### src/rtl/dfr_sequencer.sv
// Control FSM for one DFR inference pass: walks the input memory through the reservoir,
// records test-phase reservoir outputs in history, and scores each test sample with a dot product.
module dfr_sequencer #(
    parameter int DATA_WIDTH        = 32,
    parameter int ADDR_WIDTH        = 16,
    parameter int NUM_VIRTUAL_NODES = 100,
    parameter int CNT_WIDTH         = 32
) (
    input  logic                  S_AXI_ACLK,
    input  logic                  S_AXI_ARESETN,
    input  logic                  start,
    input  logic [CNT_WIDTH-1:0]  num_init_samples,
    input  logic [CNT_WIDTH-1:0]  num_test_samples,
    input  logic [CNT_WIDTH-1:0]  num_steps_per_sample,
    output logic                  busy,
    output logic                  done,
    output logic                  cfg_err,
    output logic [ADDR_WIDTH-1:0] in_mem_addr,
    input  logic [DATA_WIDTH-1:0] in_mem_rdata,
    output logic [DATA_WIDTH-1:0] res_din,
    output logic                  res_din_valid,
    input  logic [DATA_WIDTH-1:0] res_dout,
    input  logic                  res_dout_valid,
    output logic                  hist_wen,
    output logic [ADDR_WIDTH-1:0] hist_waddr,
    output logic [DATA_WIDTH-1:0] hist_wdata,
    output logic [ADDR_WIDTH-1:0] hist_raddr,
    input  logic [DATA_WIDTH-1:0] hist_rdata,
    output logic [ADDR_WIDTH-1:0] w_mem_addr,
    input  logic [DATA_WIDTH-1:0] w_mem_rdata,
    output logic                  out_wen,
    output logic [ADDR_WIDTH-1:0] out_waddr,
    output logic [DATA_WIDTH-1:0] out_wdata
);

    localparam int K_W   = $clog2(NUM_VIRTUAL_NODES + 1);
    localparam int ACC_W = 2 * DATA_WIDTH;

    localparam logic [CNT_WIDTH-1:0]  NV_C    = CNT_WIDTH'(NUM_VIRTUAL_NODES);
    localparam logic [CNT_WIDTH-1:0]  ONE_C   = CNT_WIDTH'(1);
    localparam logic [K_W-1:0]        NV_K    = K_W'(NUM_VIRTUAL_NODES);
    localparam logic [K_W-1:0]        ONE_K   = K_W'(1);
    localparam logic [ADDR_WIDTH-1:0] ONE_A   = ADDR_WIDTH'(1);
    localparam logic [ADDR_WIDTH-1:0] NV_M1_A = ADDR_WIDTH'(NUM_VIRTUAL_NODES - 1);

    typedef enum logic [2:0] {
        S_IDLE,
        S_FETCH,
        S_DRIVE,
        S_WAIT_RES,
        S_DOT,
        S_WRITE_OUT,
        S_DONE
    } state_t;

    state_t                state_q, state_d;
    logic [CNT_WIDTH-1:0]  init_q, init_d;
    logic [CNT_WIDTH-1:0]  test_q, test_d;
    logic [CNT_WIDTH-1:0]  steps_q, steps_d;
    logic                  cfg_err_q, cfg_err_d;
    logic [ADDR_WIDTH-1:0] g_q, g_d;
    logic [ADDR_WIDTH-1:0] h_q, h_d;
    logic [CNT_WIDTH-1:0]  t_q, t_d;
    logic [CNT_WIDTH-1:0]  s_q, s_d;      // step index within the current sample
    logic [CNT_WIDTH-1:0]  smp_q, smp_d;  // sample index across init and test phases
    logic [K_W-1:0]        k_q, k_d;
    logic                  dot_vld_q, dot_vld_d;
    logic [ACC_W-1:0]      acc_q, acc_d;

    logic                  test_phase;
    logic                  last_step;
    logic [ACC_W-1:0]      hist_ext, w_ext, prod;

    // Sign-extending both operands to the accumulator width makes the truncated
    // unsigned product equal to the signed product modulo 2^ACC_W.
    assign hist_ext = {{DATA_WIDTH{hist_rdata[DATA_WIDTH-1]}}, hist_rdata};
    assign w_ext    = {{DATA_WIDTH{w_mem_rdata[DATA_WIDTH-1]}}, w_mem_rdata};
    assign prod     = hist_ext * w_ext;

    assign test_phase = (smp_q >= init_q);
    assign last_step  = (s_q == steps_q - ONE_C);

    // NOTE: every variable assigned in this block gets a default first, so no path
    // through the case statement can leave one unassigned and infer a latch.
    always_comb begin
        state_d   = state_q;
        init_d    = init_q;
        test_d    = test_q;
        steps_d   = steps_q;
        cfg_err_d = cfg_err_q;
        g_d       = g_q;
        h_d       = h_q;
        t_d       = t_q;
        s_d       = s_q;
        smp_d     = smp_q;
        k_d       = k_q;
        dot_vld_d = 1'b0;
        acc_d     = dot_vld_q ? acc_q + prod : acc_q;

        busy          = (state_q != S_IDLE) && (state_q != S_DONE);
        done          = 1'b0;
        in_mem_addr   = '0;
        res_din       = '0;
        res_din_valid = 1'b0;
        hist_wen      = 1'b0;
        hist_waddr    = '0;
        hist_wdata    = '0;
        hist_raddr    = '0;
        w_mem_addr    = '0;
        out_wen       = 1'b0;
        out_waddr     = '0;
        out_wdata     = '0;

        case (state_q)
            S_IDLE: begin
                if (start) begin
                    init_d    = num_init_samples;
                    test_d    = num_test_samples;
                    steps_d   = num_steps_per_sample;
                    cfg_err_d = 1'b0;
                    g_d       = '0;
                    h_d       = '0;
                    t_d       = '0;
                    s_d       = '0;
                    smp_d     = '0;
                    if ((num_init_samples == '0 && num_test_samples == '0) ||
                        num_steps_per_sample == '0) begin
                        state_d = S_DONE;
                    end else if (num_steps_per_sample < NV_C) begin
                        cfg_err_d = 1'b1;
                        state_d   = S_DONE;
                    end else begin
                        state_d = S_FETCH;
                    end
                end
            end

            S_FETCH: begin
                in_mem_addr = g_q;
                state_d     = S_DRIVE;
            end

            S_DRIVE: begin
                res_din       = in_mem_rdata;
                res_din_valid = 1'b1;
                state_d       = S_WAIT_RES;
            end

            S_WAIT_RES: begin
                if (res_dout_valid) begin
                    if (test_phase) begin
                        hist_wen   = 1'b1;
                        hist_waddr = h_q;
                        hist_wdata = res_dout;
                    end
                    if (test_phase && last_step) begin
                        k_d     = '0;
                        acc_d   = '0;
                        state_d = S_DOT;
                    end else if (last_step && smp_q == init_q - ONE_C && test_q == '0) begin
                        // Init-only run: nothing to score after the final warm-up step.
                        state_d = S_DONE;
                    end else begin
                        g_d = g_q + ONE_A;
                        if (test_phase) begin
                            h_d = h_q + ONE_A;
                        end
                        if (last_step) begin
                            s_d   = '0;
                            smp_d = smp_q + ONE_C;
                        end else begin
                            s_d = s_q + ONE_C;
                        end
                        state_d = S_FETCH;
                    end
                end
            end

            S_DOT: begin
                // h_q still points at the last step of the sample, so the final NV
                // history words start NV-1 entries below it.
                if (k_q < NV_K) begin
                    hist_raddr = h_q - NV_M1_A + ADDR_WIDTH'(k_q);
                    w_mem_addr = ADDR_WIDTH'(k_q);
                    dot_vld_d  = 1'b1;
                    k_d        = k_q + ONE_K;
                end else begin
                    state_d = S_WRITE_OUT;
                end
            end

            S_WRITE_OUT: begin
                out_wen   = 1'b1;
                out_waddr = ADDR_WIDTH'(t_q);
                out_wdata = acc_q[DATA_WIDTH-1:0];
                if (t_q == test_q - ONE_C) begin
                    state_d = S_DONE;
                end else begin
                    t_d     = t_q + ONE_C;
                    g_d     = g_q + ONE_A;
                    h_d     = h_q + ONE_A;
                    s_d     = '0;
                    smp_d   = smp_q + ONE_C;
                    state_d = S_FETCH;
                end
            end

            S_DONE: begin
                done    = 1'b1;
                state_d = S_IDLE;
            end

            default: state_d = S_IDLE;
        endcase
    end

    assign cfg_err = cfg_err_q;

    // NOTE: sequential state uses non-blocking assignments so every flop samples
    // the pre-edge value of every other flop, independent of statement order.
    always_ff @(posedge S_AXI_ACLK or negedge S_AXI_ARESETN) begin
        if (!S_AXI_ARESETN) begin
            state_q   <= S_IDLE;
            init_q    <= '0;
            test_q    <= '0;
            steps_q   <= '0;
            cfg_err_q <= 1'b0;
            g_q       <= '0;
            h_q       <= '0;
            t_q       <= '0;
            s_q       <= '0;
            smp_q     <= '0;
            k_q       <= '0;
            dot_vld_q <= 1'b0;
            acc_q     <= '0;
        end else begin
            state_q   <= state_d;
            init_q    <= init_d;
            test_q    <= test_d;
            steps_q   <= steps_d;
            cfg_err_q <= cfg_err_d;
            g_q       <= g_d;
            h_q       <= h_d;
            t_q       <= t_d;
            s_q       <= s_d;
            smp_q     <= smp_d;
            k_q       <= k_d;
            dot_vld_q <= dot_vld_d;
            acc_q     <= acc_d;
        end
    end

endmodule

### config.mk
export PLATFORM = sky130hd
export DESIGN_NAME = dfr_sequencer
export DESIGN_NICKNAME = d
export VERILOG_FILES = /design/src/rtl/dfr_sequencer.sv
export SDC_FILE = /design/constraint.sdc
export NUM_CORES = 2
export LEC_CHECK = 0
export BUFFER_PORTS_ARGS = -buffer_cell sky130_fd_sc_hd__buf_2
export CAP_MARGIN = 20
export CORE_MARGIN = 1
export CORE_UTILIZATION = 55
export DETAILED_ROUTE_END_ITERATION = 16
export PLACE_DENSITY = 0.76
export SLEW_MARGIN = 10
export SYNTH_ARGS = -nofsm -noshare
export SYNTH_HDL_FRONTEND = slang
export SYNTH_SLANG_ARGS = --single-unit
### constraint.sdc
create_clock -name S_AXI_ACLK -period 8.3 [get_ports S_AXI_ACLK]
set_input_delay 0.83 -clock S_AXI_ACLK [delete_from_list [all_inputs] [get_ports S_AXI_ACLK]]
set_output_delay 0.83 -clock S_AXI_ACLK [all_outputs]
set_load 0.05 [all_outputs]
# Word level (Yosys, flattened, before mapping)
# Index checks and enable logic that the tools add are counted.
# W data, S select, Z words.
# totals
register_bits	300
in_bits	228
output_inout_bits	182
# op_classes
addsub	12
mul	1
n_lt_le_gt_ge	3
n_eq_ne	20
n_mux	68
n_reduce_logical	22
# ops
op	n
$mux W32	17
$mux W16	17
$mux W64	4
$pmux W32 S3	2
$logic_not A32 Y1	4
$add A32 B1 Y32 const B	3
$eq A32 B32 Y1	3
$pmux W16 S3	2
$sub A32 B1 Y32 const B	3
$add A64 B64 Y64	1
$mul A32 B32 Y64	1
$pmux W32 S2	1
$mux W7	5
$add A16 B1 Y16 const B	2
$ge A32 B32 Y1	1
$lt A32 B7 Y1 const B	1
$mux W3	8
$ne A2 B2 Y1 const B	10
$pmux W3 S6	1
$add A16 B7 Y16	1
$sub A16 B7 Y16 const B	1
$pmux W7 S2	1
$reduce_and A7 Y1	2
$mux W1	10
other kinds (15)	25

# Logic depth before layout (Yosys ltp)
# depth
word_depth	8
ltp_mapped	29
mapped_depth_nobuf	27

# Worst setup path after synthesis
# Ideal clock, no wire load.
# synth_timing
path_kind	in2reg
startpoint	in w_mem_rdata[3]
endpoint	reg acc_q[31]
setup_time_ns	0.094
arrival_ns	7.902
required_ns	8.206
slack_ns	0.304
cell_stages	27
n_path_buf	2
cell_sequence	clkbuf_1 -> clkbuf_1 -> and2_1 -> fa_1 -> fa_1 -> inv_1 -> fa_1 -> fa_1 -> fa_1 -> fa_1 -> inv_1 -> fa_1 -> inv_1 -> fa_1 -> inv_1 -> ha_1 -> and3_1 -> nor2b_1 -> a41oi_1 -> o211ai_1 -> a31o_2 -> a221o_1 -> a21o_1 -> a21o_1 -> a31oi_1 -> xnor2_1 -> a211oi_1
# synth_via
elab_chain_len	6
# synth_rtl
element	line	text
start: declaration	30	input logic [DATA_WIDTH-1:0] w_mem_rdata,
$mul A32 B32 Y64 *	78	assign prod = hist_ext * w_ext;
$add A64 B64 Y64 *	98	acc_d = dot_vld_q ? acc_q + prod : acc_q;
$mux W64 *	98	
$mux W64	156	if (test_phase && last_step) begin
$mux W64	150	if (res_dout_valid) begin
$mux W64 *	114	case (state_q)
named net acc_d[31]	68	logic [ACC_W-1:0] acc_q, acc_d;
end signal: assignment	235	acc_q <= '0;
end signal: assignment	249	acc_q <= acc_d;
end: declaration	68	
# The timed path passes the listed nets; every way through them passes the cells marked *.
# A chain may end at the register's enable or synchronous reset.

# Final worst setup path
# Ends and elaborated chain as after synthesis.

==> run_results.csv <==
group,metric,value,unit
layout,area.growth.synth_to_final,10.4,%
clock_network,cts_buffers,30,
yosys,ys_seq_area_frac,0.187,
die,die_h,258,um
routing,viasPerCell,5.72,
timing,grt_setup_unrepaired,"no",
setup_path,worstPathArrival,8.24,ns
die,dieWidth,258,um
placement,placement.cell_area,38800,um2
timing,finalWorstPathRequiredPeriod,7.76,ns
timing,final.setup.worst_slack,0.538,ns
die,placement_rows,93,
placement,portBuffers,400,
timing,max_freq,0.129,GHz
routing,post-route-drc-count,0,
yosys,avgSynthCellArea,8.42,um2
yosys,top_cell_type_by_total_area_after_synthesis,"fa_1",
clock_network,cts-root-to-sink-buffers,3,
yosys,synth_top_cell_area_share,0.245,
clock_network,cts_htree_levels,1,
clock_network,clkLatencyLatePin,0.59,ns
grt,grt_pass1_wl,175,mm
grt,gr_usage_total,0.331,
setup_path,critical_path.max_fanout,13,
timing,actual_slew_at_the_worst_max_slew_pin,1.15,ns
run_status,outcome,"completed",
placement,post_placement_setup_slack,-0.0117,ns
yosys,synthesis.area,35900,um2
placement,globalplace.congestion,0.999,
yosys,yosys_register_bits,268,
yosys,yosys-top-cells-count,"632 x inv_1, 581 x nand2_1, 439 x fa_1",
setup_path,worst_setup_path_start_kind,"input port",
layout,drive_above_1_share,0.124,
layout,nFillCells,5719,
setup_path,cp.required,8.77,ns
clock_network,clk_root_buffer_cell,"clkbuf_16",
die,ioPinCount,410,
routing,finalWirelength,109,mm
clock_network,tritoncts_num_sinks,268,
placement,detailed_place_hpwl,87.3,mm
timing,final-hold-violation-count,0,
yosys,yosys_warnings,0,
routing,post_drt_wl_per_cell,20.0,um
yosys,synthArstFlopShare,1.00,
routing,drt_iter0_markers,2941,
timing,timing.max_slew.rel_slack,0.233,
die,overall_die_area,66400,um2
yosys,yosys_most_used_dff,"dfrtp_1",
timing,setup_viol_count_final,0,
grt,grt_antenna_before_repair,11,
die,floorplan.initialDensity,0.558,
clock_network,path_clk_slew,0.06,ns
clock_network,cts_tree,"built",
clock_network,post_cts_setup_buffer_count,0,
routing,ant_nets,0,
layout,fin_nets,5450,
grt,grt_start_max_net_pins,106,
yosys,count_of_flip_flops_with_a_built_in_enable_after_synthesis,0,
routing,total_via_count_after_detailed_routing,31100,
timing,period_share,0.935,
yosys,syn_inst,4268,
clock_network,post_cts_resized,0,
layout,stdcell_area,39700,um2
yosys,synth.top_cells.by_area,"fa_1 24%, dfrtp_1 19%, ha_1 7.7%, inv_1 6.6%, and2_1 6.4%",
clock_network,cts_hold_fix_bufs,0,
grt,grt_remaining_overflow,0,
yosys,synthDistinctLibCells,81,
grt,via_count_of_the_first_global_routing_pass,31100,
routing,detailedRoute.firstPassIterationCount,6,
timing,finClkSkew,0.0222,ns
yosys,post-synth-top-count-cell,"inv_1",
timing,report.final.slew_viol_count,0,
setup_path,worstSetupEndpointType,"flip-flop",
min_path,hp-class,"in2async",
setup_path,critical_path_class,"in2reg",
die,core,64500,um2
run,cap_viol_max_count,0,
[layer usage]
layer	routed length [um]	track usage
met3	10500	0.0765
met2	49600	0.520
met4	3360	0.0930
met1	45000	0.459
met5	85	0
[path summary, 6_finish.rpt]
kind / startpoint / endpoint / slack [ns] / depth (start not counted)
setup / recovery: w_mem_rdata[3] / acc_q[31] / 0.54 / 28
max in group asynchronous: S_AXI_ARESETN / t_q[10] / 6.62 / 2
setup reg to reg: acc_q[19] / acc_q[31] / 0.80 / 24
hold / removal: S_AXI_ARESETN / init_q[26] / 0.24 / 1
hold reg to reg: cfg_err / cfg_err / 0.51 / 1
min in group S_AXI_ACLK: num_test_samples[14] / test_q[14] / 0.45 / 3
[final cells by class]
cell class	count	area (um2)	share of cell area
diodes	4	10.0	0.000252
clock buffers	44	853	0.0215
clock inverters	8	53.8	0.00136
inverters	632	2370	0.0598
multi-input cells	3147	26000	0.655
flip-flops and latches	268	6710	0.169
well taps	855	1070	0.0269
repair buffers	483	2640	0.0664
[metrics by stage]
| step | std cells | TNS [ns] | util | hold WS (ns) |
|---|---|---|---|---|
| after floorplan | 4276 | 0 | - | 0.466 |
| after global placement | 5385 | 0 | 0.602 | 0.490 |
| after detailed placement | 5385 | -0.0117 | 0.602 | 0.497 |
| after CTS | 5437 | 0 | 0.616 | 0.282 |
| after global routing | 5440 | 0 | 0.616 | 0.295 |
| final | 5441 | 0 | 0.616 | 0.235 |
[worst max-delay path, stage by stage]
cell and delay [ns]:
buf_2 0.23, buf_4 0.23, and2_1 0.16, fa_1 0.45, fa_1 0.54, inv_1 0.05
fa_1 0.50, fa_1 0.50, inv_1 0.05, ha_1 0.28, ha_1 0.32, fa_1 0.55
inv_1 0.06, fa_1 0.54, inv_1 0.05, ha_1 0.30, a21o_1 0.19, a2111o_1 0.40
a21oi_1 0.12, buf_4 0.14, o211ai_1 0.19, a31o_2 0.28, a221o_1 0.35, a21o_1 0.18
a21o_1 0.18, a31oi_1 0.20, xnor2_1 0.10, a211oi_1 0.24
[layout by cell type (no fill, tap or decap), types with 71 or more instances in the layout]
cell type,instances
a21oi_1,88
and2_1,368
and3_1,93
buf_2,399
buf_4,83
dfrtp_1,267
fa_1,439
ha_1,221
inv_1,632
nand2_1,579
nand3_1,71
nor2_1,234
nor3_1,102
nor4_1,78
o21ai_0,119
xnor2_1,199
xor2_1,85
[sequential cells by signal, indices dropped and copies added, names as in the netlist]
signal	cells
s_q	32
smp_q	32
t_q	32
cfg_err	1
steps_q	32
k_q	7
g_q	16
acc_q	32
dot_vld_q	1
init_q	32
h_q	16
state_q	3
test_q	32
[logic make-up (layout without fill, tap and decap cells)]
family / after synthesis / in the layout / share of synthesized area
AO/OA/AOI/OAI: 398 / 398 / 0.0715
XOR/XNOR: 284 / 284 / 0.0692
adder cells (fa/ha/maj): 660 / 660 / 0.321
buffers and inverters: 861 / 1167 / 0.0917
flip-flops: 268 / 268 / 0.187
multiplexers: 32 / 32 / 0.00898
other: 1 / 13 / 0.000104
AND/OR/NAND/NOR: 1764 / 1764 / 0.250
Power is not shown: default switching activity piles up to over one toggle a cycle in this logic, so the estimate is an artifact.
